**src/rtl/wam_ctl.sv**
```systemverilog
// wam_ctl -- whack-a-mole game controller.
//
// Purpose: sequences the game through IDLE / GAP / SHOW / OVER, picks a hole
// for each mole from a free-running LFSR, detects hits from button rising
// edges, times moles out as misses, and tracks the difficulty level.
//
// Ports:
//   clk     in   system clock, rising edge
//   clr     in   asynchronous active-high reset
//   start   in   one-cycle start / restart request (IDLE and OVER only)
//   tick    in   one-cycle timebase enable
//   btn     in   [7:0] synchronized, debounced hole buttons (levels)
//   lvl_up  in   asynchronous level-up carry from the score counter
//   mole    out  [7:0] one-hot visible mole, 0 when none
//   hit     out  [7:0] one-clk pulse on the hit hole
//   miss    out  one-clk pulse on mole timeout
//   level   out  [1:0] current difficulty 0..3
//   busy    out  high in GAP / SHOW
//   over    out  high in OVER
module wam_ctl #(
  parameter int SHOW_T   = 800,
  parameter int GAP_T    = 200,
  parameter int MAX_MISS = 3
) (
  input  logic       clk,
  input  logic       clr,
  input  logic       start,
  input  logic       tick,
  input  logic [7:0] btn,
  input  logic       lvl_up,
  output logic [7:0] mole,
  output logic [7:0] hit,
  output logic       miss,
  output logic [1:0] level,
  output logic       busy,
  output logic       over
);

  localparam int          MW     = $clog2(MAX_MISS + 1);
  localparam logic [9:0]  SHOW_L = 10'(SHOW_T);
  localparam logic [9:0]  GAP_L  = 10'(GAP_T);
  localparam logic [MW-1:0] MISS_L = MW'(MAX_MISS);

  typedef enum logic [1:0] {IDLE, GAP, SHOW, OVER} state_t;

  state_t          state_q, state_d;
  logic [9:0]      timer_q, timer_d;
  logic [9:0]      lim_q, lim_d;      // SHOW length latched at SHOW entry
  logic [7:0]      mole_q, mole_d;
  logic [7:0]      hit_q, hit_d;
  logic            miss_q, miss_d;
  logic [1:0]      level_q, level_d;
  logic [MW-1:0]   mcnt_q, mcnt_d;
  logic [2:0]      prev_q, prev_d;
  logic [7:0]      lfsr_q;
  logic [7:0]      btn_q;
  logic            lv_s1_q, lv_s2_q, lv_s3_q;

  logic [7:0]      btn_rise;
  logic            lv_rise;
  logic            lfsr_fb;
  logic [2:0]      idx_new;
  logic [9:0]      timer_inc;
  logic [MW-1:0]   mcnt_inc;

  // Fibonacci LFSR, taps for x^8+x^6+x^5+x^4+1
  assign lfsr_fb   = lfsr_q[7] ^ lfsr_q[5] ^ lfsr_q[4] ^ lfsr_q[3];
  assign btn_rise  = btn & ~btn_q;
  assign lv_rise   = lv_s2_q & ~lv_s3_q;
  // Never repeat the previous hole back to back
  assign idx_new   = (lfsr_q[2:0] == prev_q) ? lfsr_q[2:0] + 3'd1 : lfsr_q[2:0];
  assign timer_inc = timer_q + 10'd1;
  assign mcnt_inc  = mcnt_q + MW'(1);

  always_comb begin
    state_d = state_q;
    timer_d = timer_q;
    lim_d   = lim_q;
    mole_d  = mole_q;
    hit_d   = '0;
    miss_d  = 1'b0;
    level_d = level_q;
    mcnt_d  = mcnt_q;
    prev_d  = prev_q;

    // Level may move only while a game is running; it reaches the SHOW
    // length only through lim_q at the next SHOW entry.
    if ((state_q == GAP || state_q == SHOW) && lv_rise && level_q != 2'd3)
      level_d = level_q + 2'd1;

    case (state_q)
      IDLE: begin
        if (start) begin
          state_d = GAP;
          timer_d = '0;
        end
      end
      GAP: begin
        if (tick) begin
          if (timer_inc == GAP_L) begin
            state_d = SHOW;
            timer_d = '0;
            mole_d  = 8'b1 << idx_new;
            prev_d  = idx_new;
            lim_d   = SHOW_L >> level_q;
          end else begin
            timer_d = timer_inc;
          end
        end
      end
      SHOW: begin
        // Hit is evaluated first so it wins over a simultaneous timeout
        if (|(btn_rise & mole_q)) begin
          hit_d   = mole_q;
          mole_d  = '0;
          state_d = GAP;
          timer_d = '0;
        end else if (tick) begin
          if (timer_inc == lim_q) begin
            miss_d  = 1'b1;
            mole_d  = '0;
            timer_d = '0;
            mcnt_d  = mcnt_inc;
            state_d = (mcnt_inc == MISS_L) ? OVER : GAP;
          end else begin
            timer_d = timer_inc;
          end
        end
      end
      OVER: begin
        mole_d = '0;
        if (start) begin
          state_d = GAP;
          timer_d = '0;
          mcnt_d  = '0;
          level_d = 2'd0;
        end
      end
      default: state_d = IDLE;
    endcase
  end

  always_ff @(posedge clk or posedge clr) begin
    if (clr) begin
      state_q <= IDLE;
      timer_q <= '0;
      lim_q   <= '0;
      mole_q  <= '0;
      hit_q   <= '0;
      miss_q  <= 1'b0;
      level_q <= 2'd0;
      mcnt_q  <= '0;
      prev_q  <= 3'd0;
      lfsr_q  <= 8'hA5;
      btn_q   <= '0;
      lv_s1_q <= 1'b0;
      lv_s2_q <= 1'b0;
      lv_s3_q <= 1'b0;
    end else begin
      state_q <= state_d;
      timer_q <= timer_d;
      lim_q   <= lim_d;
      mole_q  <= mole_d;
      hit_q   <= hit_d;
      miss_q  <= miss_d;
      level_q <= level_d;
      mcnt_q  <= mcnt_d;
      prev_q  <= prev_d;
      lfsr_q  <= {lfsr_q[6:0], lfsr_fb};
      btn_q   <= btn;
      lv_s1_q <= lvl_up;
      lv_s2_q <= lv_s1_q;
      lv_s3_q <= lv_s2_q;
    end
  end

  assign mole  = mole_q;
  assign hit   = hit_q;
  assign miss  = miss_q;
  assign level = level_q;
  assign busy  = (state_q == GAP) || (state_q == SHOW);
  assign over  = (state_q == OVER);

endmodule

```
**config.mk**
```make
export PLATFORM = sky130hd
export DESIGN_NAME = wam_ctl
export DESIGN_NICKNAME = d
export VERILOG_FILES = /design/src/rtl/wam_ctl.sv
export SDC_FILE = /design/constraint.sdc
export NUM_CORES = 1
export LEC_CHECK = 0
export ABC_AREA = 1
export CORE_ASPECT_RATIO = 2
export CORE_MARGIN = 3
export CORE_UTILIZATION = 43
export DETAILED_ROUTE_END_ITERATION = 6
export RECOVER_POWER = 25
export SYNTH_ARGS = -nofsm -noshare
export SYNTH_HDL_FRONTEND = slang
export SYNTH_SLANG_ARGS = --single-unit
```
**constraint.sdc**
```tcl
create_clock -name clk -period 3.9 [get_ports clk]
set_input_delay 0.78 -clock clk [delete_from_list [all_inputs] [get_ports clk]]
set_output_delay 0.78 -clock clk [all_outputs]
set_load 0.03 [all_outputs]
```
* Word-level counts from Yosys, hierarchy flattened
Index checks and enable logic that the tools add are counted. Widths: inputs -> output; s select.
Storage, ports and cells: output and inout bits 21, word-level logic and storage cells 94, input port bits 13, bits in registers 65
Operators by class: bitwise gates (word level) 8, shifts and indexed selects 2, reductions and logical operators 13, mux-type cells 36, $add $sub $neg 4, equal/unequal tests 17
Operators by type and width (count):
- $mux 10 | 6
- $mux 8 | 7
- $pmux 10 s3 | 1
- $mux 2 | 14
- $pmux 8 s3 | 1
- $and 8x8->8 | 2
- $reduce_and 5->1 | 3
- $add 10x1->10 const B | 1
- $eq 10x10->1 | 1
- $eq 10x8->1 const B | 1
- $ne 2x2->1 const B | 5
- $shr 10x2->10 const A | 1
- $not 8->8 | 1
- $reduce_or 8->1 | 1
- $shl 1x3->8 const A | 1
- $eq 2x2->1 const B | 3
- $ne 2x1->1 const B | 3
- $pmux 2 s3 | 1
- $reduce_and 3->1 | 2
- $add 2x1->2 const B | 2
- $mux 1 | 4
- $pmux 2 s2 | 1
- $add 3x1->3 const B | 1
- $eq 3x3->1 | 1
- other kinds (13) | 16

* Longest topological paths before layout
Gate-level depths: netlist of the first run.
depth after elaboration 7, mapped depth 14, gate-level depth less buffers 14

* Worst setup path before layout of the first run
OpenSTA, ideal clock, no wires.
path kind input to register, from input btn[5], to register timer_q[0], arrival 1873 ps, stages on the path 11, library setup time 117 ps, slack 1910 ps, path buffers 1, required time 3783 ps, path through nand2_1 -> o22ai_1 -> nor2_1 -> nand2_1 -> inv_2 -> nand3_1 -> nand3b_1 -> clkbuf_1 -> nor2_1 -> nand3_1 -> nand2_1
Between the ends: cells in the longest elaborated chain, start to end 5, elaborated cells on any way between the ends 7, those cells by class eq/ne (1); mux (2); bitwise (2); reduce/logical (2)
RTL lines:
- start, declared | RTL line 29 | input logic [7:0] btn,
- $and 8x8->8 * | RTL line 68 | assign btn_rise = btn & ~btn_q;
- $and 8x8->8 * | RTL line 113 | if (|(btn_rise & mole_q)) begin
- $reduce_or 8->1 * | RTL line 113
- $ne 3x2->1 (no line) or $mux 10 (tied branches)
- $reduce_and 3->1 (no line) or $pmux 10 s3 (tied branches)
- end signal, assigned | RTL line 161 | timer_q <= timer_d;
- end, declared | RTL line 47 | logic [9:0] timer_q, timer_d;
Every way passes the cells marked *; elsewhere a longest branch is shown, timed or not. A chain may end at the register's enable or synchronous reset.

* Final worst setup path of the first run
from register state_q[0], to output busy
Between the ends: cells in the longest elaborated chain, start to end 2, elaborated cells on any way between the ends 3, those cells by class eq/ne (2); reduce/logical (1)
RTL lines:
- start, declared | RTL line 46 | state_t state_q, state_d;
- start signal, assigned | RTL line 160 | state_q <= state_d;
- $eq 2x1->1 or $eq 2x2->1 (tied branches) | RTL line 181 | assign busy = (state_q == GAP) || (state_q == SHOW);
- $logic_or 1x1->1 * | RTL line 181
- end, declared | RTL line 35 | output logic busy,
Marks and branches as above.

==> results of run 1 <==
## critical path, delay by kind of cell, from the launching register on
kind                     cells  cell delay [ps]
flip-flops                   1              430
adder cells (fa/ha/maj)      1              410
buffers and inverters        2              800
## worst max path at each step
stage               start    endpoint  slack (ps)  depth (start not counted)
2_1_floorplan         clr    btn_q[0]        1560                          1
3_3_place_gp       btn[5]  timer_q[7]        1100                         11
3_5_place_dp       btn[5]  timer_q[3]         960                         11
4_1_cts        state_q[0]        busy        1150                          3
5_1_grt            btn[5]  timer_q[3]        1000                         11
6_report       state_q[0]        busy        1150                          3
## state kept, by name, summed over array words and instances, names as in the netlist
name,flops
lv_s2_q,1
lfsr_q,8
btn_q,8
prev_q,3
lv_s3_q,1
state_q,2
mole,8
hit,8
lim_q,8
mcnt_q,2
timer_q,10
level,2
lv_s1_q,1
miss,1
## cells by family after synthesis
kind of cell | Yosys count | share of synthesized area (%)
and+or+nand+nor | 230 | 34.9
buffers and inverters | 50 | 6.54
xor gates and xnor gates | 8 | 2.06
adders and majority gates | 12 | 4.41
DFF | 63 | 46.4
AOI/OAI and AO/OA | 25 | 5.73
## metrics by stage
| step | total power, W | instance area [um^2] | hold slack, ps | worst slack [ps] | instances |
|---|---|---|---|---|---|
| floorplan | 0.00133 | 3410 | 331 | 1560 | 388 |
| global placement | 0.00151 | 3810 | 338 | 1100 | 509 |
| detailed placement | 0.00153 | 3810 | 342 | 964 | 509 |
| CTS | 0.00238 | 4130 | 354 | 1150 | 525 |
| global route | 0.00249 | 4130 | 357 | 1000 | 525 |
| finish | 0.00235 | 4130 | 351 | 1150 | 525 |
## cells in the final DEF (no fill, tap or decap), drive strengths merged, types with 4 or more instances in the layout
cell type and count:
nor3 7, clkinv 5, dfstp 4, clkdlybuf4s50 23, clkbuf 10, xnor2 5
inv 41, nand4 18, nand3 36, ha 12, nor2 43, dfrtp 59
nand2 120, nand3b 5, o21ai 18, dlygate4sd3 10
## power breakdown
group | switching (W) | total (W) | internal [W]
registers | 0.0000695 | 0.000779 | 0.000710
clock network | 0.000269 | 0.000842 | 0.000573
logic | 0.000501 | 0.000731 | 0.000231
total | 0.000839 | 0.00235 | 0.00151
## per-layer routing
metal / vias up / share of wire [%]
li1: 1325 / -
met1: 1256 / 36
met2: 50 / 58
met3: 20 / 2.4
met4: 0 / 3.8
met5: - / 0
## cell type report
class	count	area, um^2	share of cell area, %
clock buffers	10	239	5.79
clock inverters	6	83.8	2.03
inverters	42	159	3.85
multi-input cells	275	1600	38.8
flip-flops and latches	63	1580	38.3
well taps	94	118	2.85
repair buffers	35	345	8.36
==> results.ini, run 1 <==
[placement]
hpwl_um = 6050
place.gp.congestion = 0.836
port_buffers = 33

[final_layout]
syn_to_final_growth_pct = 21.2
num_antenna_cells = 0
final_nets = 451
num-fill-cells = 769
drive_above_1_share_pct = 17.2
fin_util_pct = 53.9

[die]
rows = 45
dieWidth_um = 68.9
dieHeight_um = 132
initial_core_util_pct = 44.5
pin_count = 34
fp.dieArea_um2 = 9090
core_area_um2 = 7660

[routing]
avgRoutedWirePerCell_um = 14.7
route.detailed.drc = 0
drt-vias-per-instance = 5.05
drt-initial-drc-count = 106
drtAntennaViolNets = 0
vias = 2651
drt-total-wl_um = 7710
drt_pre_antenna_iters = 4

[clock_tree]
clkSlewWorstSetupHoldPaths_ps = 50
cts_tree = done
cts-root-buf = clkbuf_16
post_cts_resized = 0
cts.sinks = 63
cts_hold_repair.buffers = 0
h-tree-depth = 3
cts_buffers = 9
clk_path_buf_depth = 2
post_cts_buffers = 0
worstSkewPairLatency_ps = 330

[grt]
antenna_found_initial = 0
grt_busiest_layer = met2
grt-ovfl-total = 0
grt_pass1_vias = 2672
met1_usage_pct = 19.0
grt_max_degree = 38
grt_pass1_wl_um = 12800
grt_use_met3_pct = 4.27
met2_usage_pct = 35.2
grt.total_usage_pct = 19.4

[power]
vdd_ir_drop_max_mv = 0.381
p_leak_nw = 2.02
powerDensity_nw_per_um2 = 570

[setup_path]
max_stage_delay_ps = 710
cpMaxStageDelayCell = clkdlybuf4s50_1
critPathRequiredTime_ps = 3120
crit_fanout = 5
critPathLaunchType = flip-flop
r2r_end = lim_q[2]
r2r_start = timer_q[0]
crit_path_end_kind = primary output
r2r_cells = 10
crit_type = reg2out
r2r_slack_ps = 1350
cp_cell_sequence = inv_1 -> ha_1 -> clkdlybuf4s50_1
arrival_ps = 1970

[min_path]
hold_depth = 0
holdCritStartpoint = lv_s1_q
holdCritPathClass = reg2reg
min_to = lv_s2_q

[synth]
postSynthCellCount = 388
synth_edf_count = 0
ys_ff_latch = 63
postSynth.asyncResetShare_pct = 100
yosysUniqueCellTypes = 37
yosys.area.top_type_share_pct = 43.3
synth_commonest_cells = 102 x nand2_1, 59 x dfrtp_1, 37 x inv_1, 37 x nor2_1, 26 x nand3_1
avgSynthCellArea_um2 = 8.78
synth_area_um2 = 3410
ys_dominant_reg_cell = dfrtp_1
ys_seq_area_share_pct = 46.4
yosysMostFrequentCell = nand2_1
synth_nets = 413
synth_top_area_cell = dfrtp_1
synth_warnings = 0
yosys-top-cells-area = dfrtp_1 43%, nand2_1 11%, ha_1 4.4%

[timing]
max_freq_ghz = 0.364
rsz0062_at_grt = false
fin_setup_tns_ps = 0
min_period_ps = 2750
finalHoldViolations = 0
finalSetupViolCount = 0
tightest_slew_ps = 1370
min_period_over_period_pct = 70.4
drv_slew = 0
clock-skew-final_ps = 3.84
maxSlewHeadroom_pct = 8.78

[outcome]
status = complete, no violations

[flow_run]
maxCapViolCount = 0

No activity file was read; power rests on OpenSTA's default activity.
==> run 2, diff against run 1 <==
--- a/config.mk
+++ b/config.mk
@@ -10,6 +10,7 @@
 export CORE_MARGIN = 3
 export CORE_UTILIZATION = 43
 export DETAILED_ROUTE_END_ITERATION = 6
+export PLACE_DENSITY = 0.65
 export RECOVER_POWER = 25
 export SYNTH_ARGS = -nofsm -noshare
 export SYNTH_HDL_FRONTEND = slang
==> constraint.sdc (replaced) <==
create_clock -name clk -period 2.3 [get_ports clk]
set_input_delay 0.46 -clock clk [delete_from_list [all_inputs] [get_ports clk]]
set_output_delay 0.46 -clock clk [all_outputs]
set_load 0.03 [all_outputs]
==> results.ini, run 2 (synthesis gave the netlist of run 1 again) <==
[timing]
finalHoldViolations = 0
maxSlewHeadroom_pct = 65.7
finalSetupViolCount = 0
fin_setup_tns_ps = 0
min_period_ps = 2120
tightest_slew_ps = 509
rsz0062_at_grt = false
max_freq_ghz = 0.472
min_period_over_period_pct = 92.0
drv_slew = 0
clock-skew-final_ps = 5.05

[grt]
grt_pass1_vias = 2805
grt_max_degree = 64
antenna_found_initial = 0
grt_pass1_wl_um = 13200
grt-ovfl-total = 0
grt.total_usage_pct = 19.8

[clock_tree]
h-tree-depth = 3
cts_hold_repair.buffers = 0
cts_buffers = 9
worstSkewPairLatency_ps = 330
clk_path_buf_depth = 2
cts-root-buf = clkbuf_16
clkSlewWorstSetupHoldPaths_ps = 50
cts.sinks = 63
cts_tree = done

[final_layout]
num_antenna_cells = 0
largest_reg_flops = 10
final_cell_mix = 102 x nand2_1, 58 x dfrtp_1, 37 x inv_1, 37 x nor2_1, 26 x nand3_1
fin_util_pct = 54.9
final_common_cell = nand2_1
syn_to_final_growth_pct = 23.3
num-fill-cells = 726
final_nets = 459
drive_above_1_share_pct = 18.7
regMostFlops = timer_q

[routing]
drt-total-wl_um = 7910
route.detailed.drc = 0
avgRoutedWirePerCell_um = 14.8
drt_pre_antenna_iters = 4
drt-vias-per-instance = 5.09
drtAntennaViolNets = 0
vias = 2715
drt-initial-drc-count = 135

[die]
fp.dieArea_um2 = 9090
rows = 45
core_area_um2 = 7660
dieHeight_um = 132
dieWidth_um = 68.9
pin_count = 34
initial_core_util_pct = 44.5

[power]
pwr-share-comb_pct = 32.8
clkPwrFrac_pct = 34.4
p_int_w = 0.00253
p_leak_nw = 2.06
power_switching_w = 0.00144
powerDensity_nw_per_um2 = 946
p_sw_share_pct = 36.3
power.share.sequential_pct = 32.9
vdd_ir_drop_max_mv = 0.669

[setup_path]
critPathRequiredTime_ps = 2570
crit_type = reg2reg
crit_fanout = 4
crit_path_end_kind = flip-flop
arrival_ps = 2380
critPathLaunchType = flip-flop

[min_path]
holdCritPathClass = reg2reg

[placement]
port_buffers = 33
hpwl_um = 5950
place.gp.congestion = 0.861

[flow_run]
maxCapViolCount = 0

[outcome]
status = complete, no violations

[run 2: worst max-delay path: stages (launching register included)]
cell and delay [ps]:
dfstp_1 620, xnor2_1 200, nand3_1 190, o21ai_0 460, nand2_1 160, nor2_1 190
nand4_1 150, nand2_1 100
[run 2: final timing paths]
check / endpoint / slack, ps / depth (start not counted) / from
setup / recovery: mole[0] / 180 / 7 / lfsr_q[0]
hold / removal: lv_s2_q / 350 / 0 / lv_s1_q
setup reg to reg: mole[0] / 180 / 7 / lfsr_q[0]
hold reg to reg: lv_s2_q / 350 / 0 / lv_s1_q
max in group asynchronous: timer_q[2] / 1340 / 3 / clr
min in group asynchronous: lv_s3_q / 660 / 3 / clr
[run 2: power by group through the flow]
stage | clock (W) | sequential, W | combinational [W]
finish | 0.00136 | 0.00131 | 0.00130
global route | 0.00145 | 0.00132 | 0.00146
CTS | 0.00139 | 0.00130 | 0.00130
detailed placement | 0 | 0.00132 | 0.00131
global placement | 0 | 0.00132 | 0.00127
floorplan | 0 | 0.00135 | 0.000900
[run 2: per-layer routing]
metal / GRT usage [%] / up-vias / wire length [um]
li1: - / 1346 / -
met1: 19.5 / 1296 / 2740
met2: 35.1 / 46 / 4610
met3: 4.61 / 27 / 200
met4: 11.9 / 0 / 360
met5: 0 / - / 0
[run 2: what timing repair did]
item                       4_1_cts  5_1_grt
setup endpoints to repair        1       11
cloned                           0        1
resized for setup                1        3
pin swaps                        0        2
buffers inserted                 0        2
[run 2: through the flow]
stage / total power, W / hold WS (ps) / instances / worst slack [ps] / cell area [um^2]
6_report: 0.00397 / 352 / 533 / 184 / 4200
5_1_grt: 0.00423 / 357 / 533 / 16.3 / 4200
4_1_cts: 0.00400 / 356 / 530 / 34.2 / 4170
3_5_place_dp: 0.00263 / 345 / 514 / 0.329 / 3870
3_3_place_gp: 0.00259 / 337 / 514 / 109 / 3870
2_1_floorplan: 0.00225 / 331 / 388 / 277 / 3410
[run 2: area by class of cell]
class | count | area, um^2 | area share (%)
Inverter | 42 | 159 | 3.78
Sequential cell | 63 | 1580 | 37.7
Clock buffer | 13 | 260 | 6.20
Tap cell | 94 | 118 | 2.80
Clock inverter | 3 | 42.5 | 1.01
Timing Repair Buffer | 42 | 424 | 10.1
Multi-Input combinational cell | 276 | 1610 | 38.4
==> run 3, diff against run 2 <==
--- a/config.mk
+++ b/config.mk
@@ -10,6 +10,7 @@
 export CORE_MARGIN = 3
 export CORE_UTILIZATION = 43
 export DETAILED_ROUTE_END_ITERATION = 6
+export HOLD_SLACK_MARGIN = 0.12
 export PLACE_DENSITY = 0.65
 export RECOVER_POWER = 25
 export SYNTH_ARGS = -nofsm -noshare
==> results of run 3 <==
No change in the layout: final DEF, timing and power equal those of run 2.
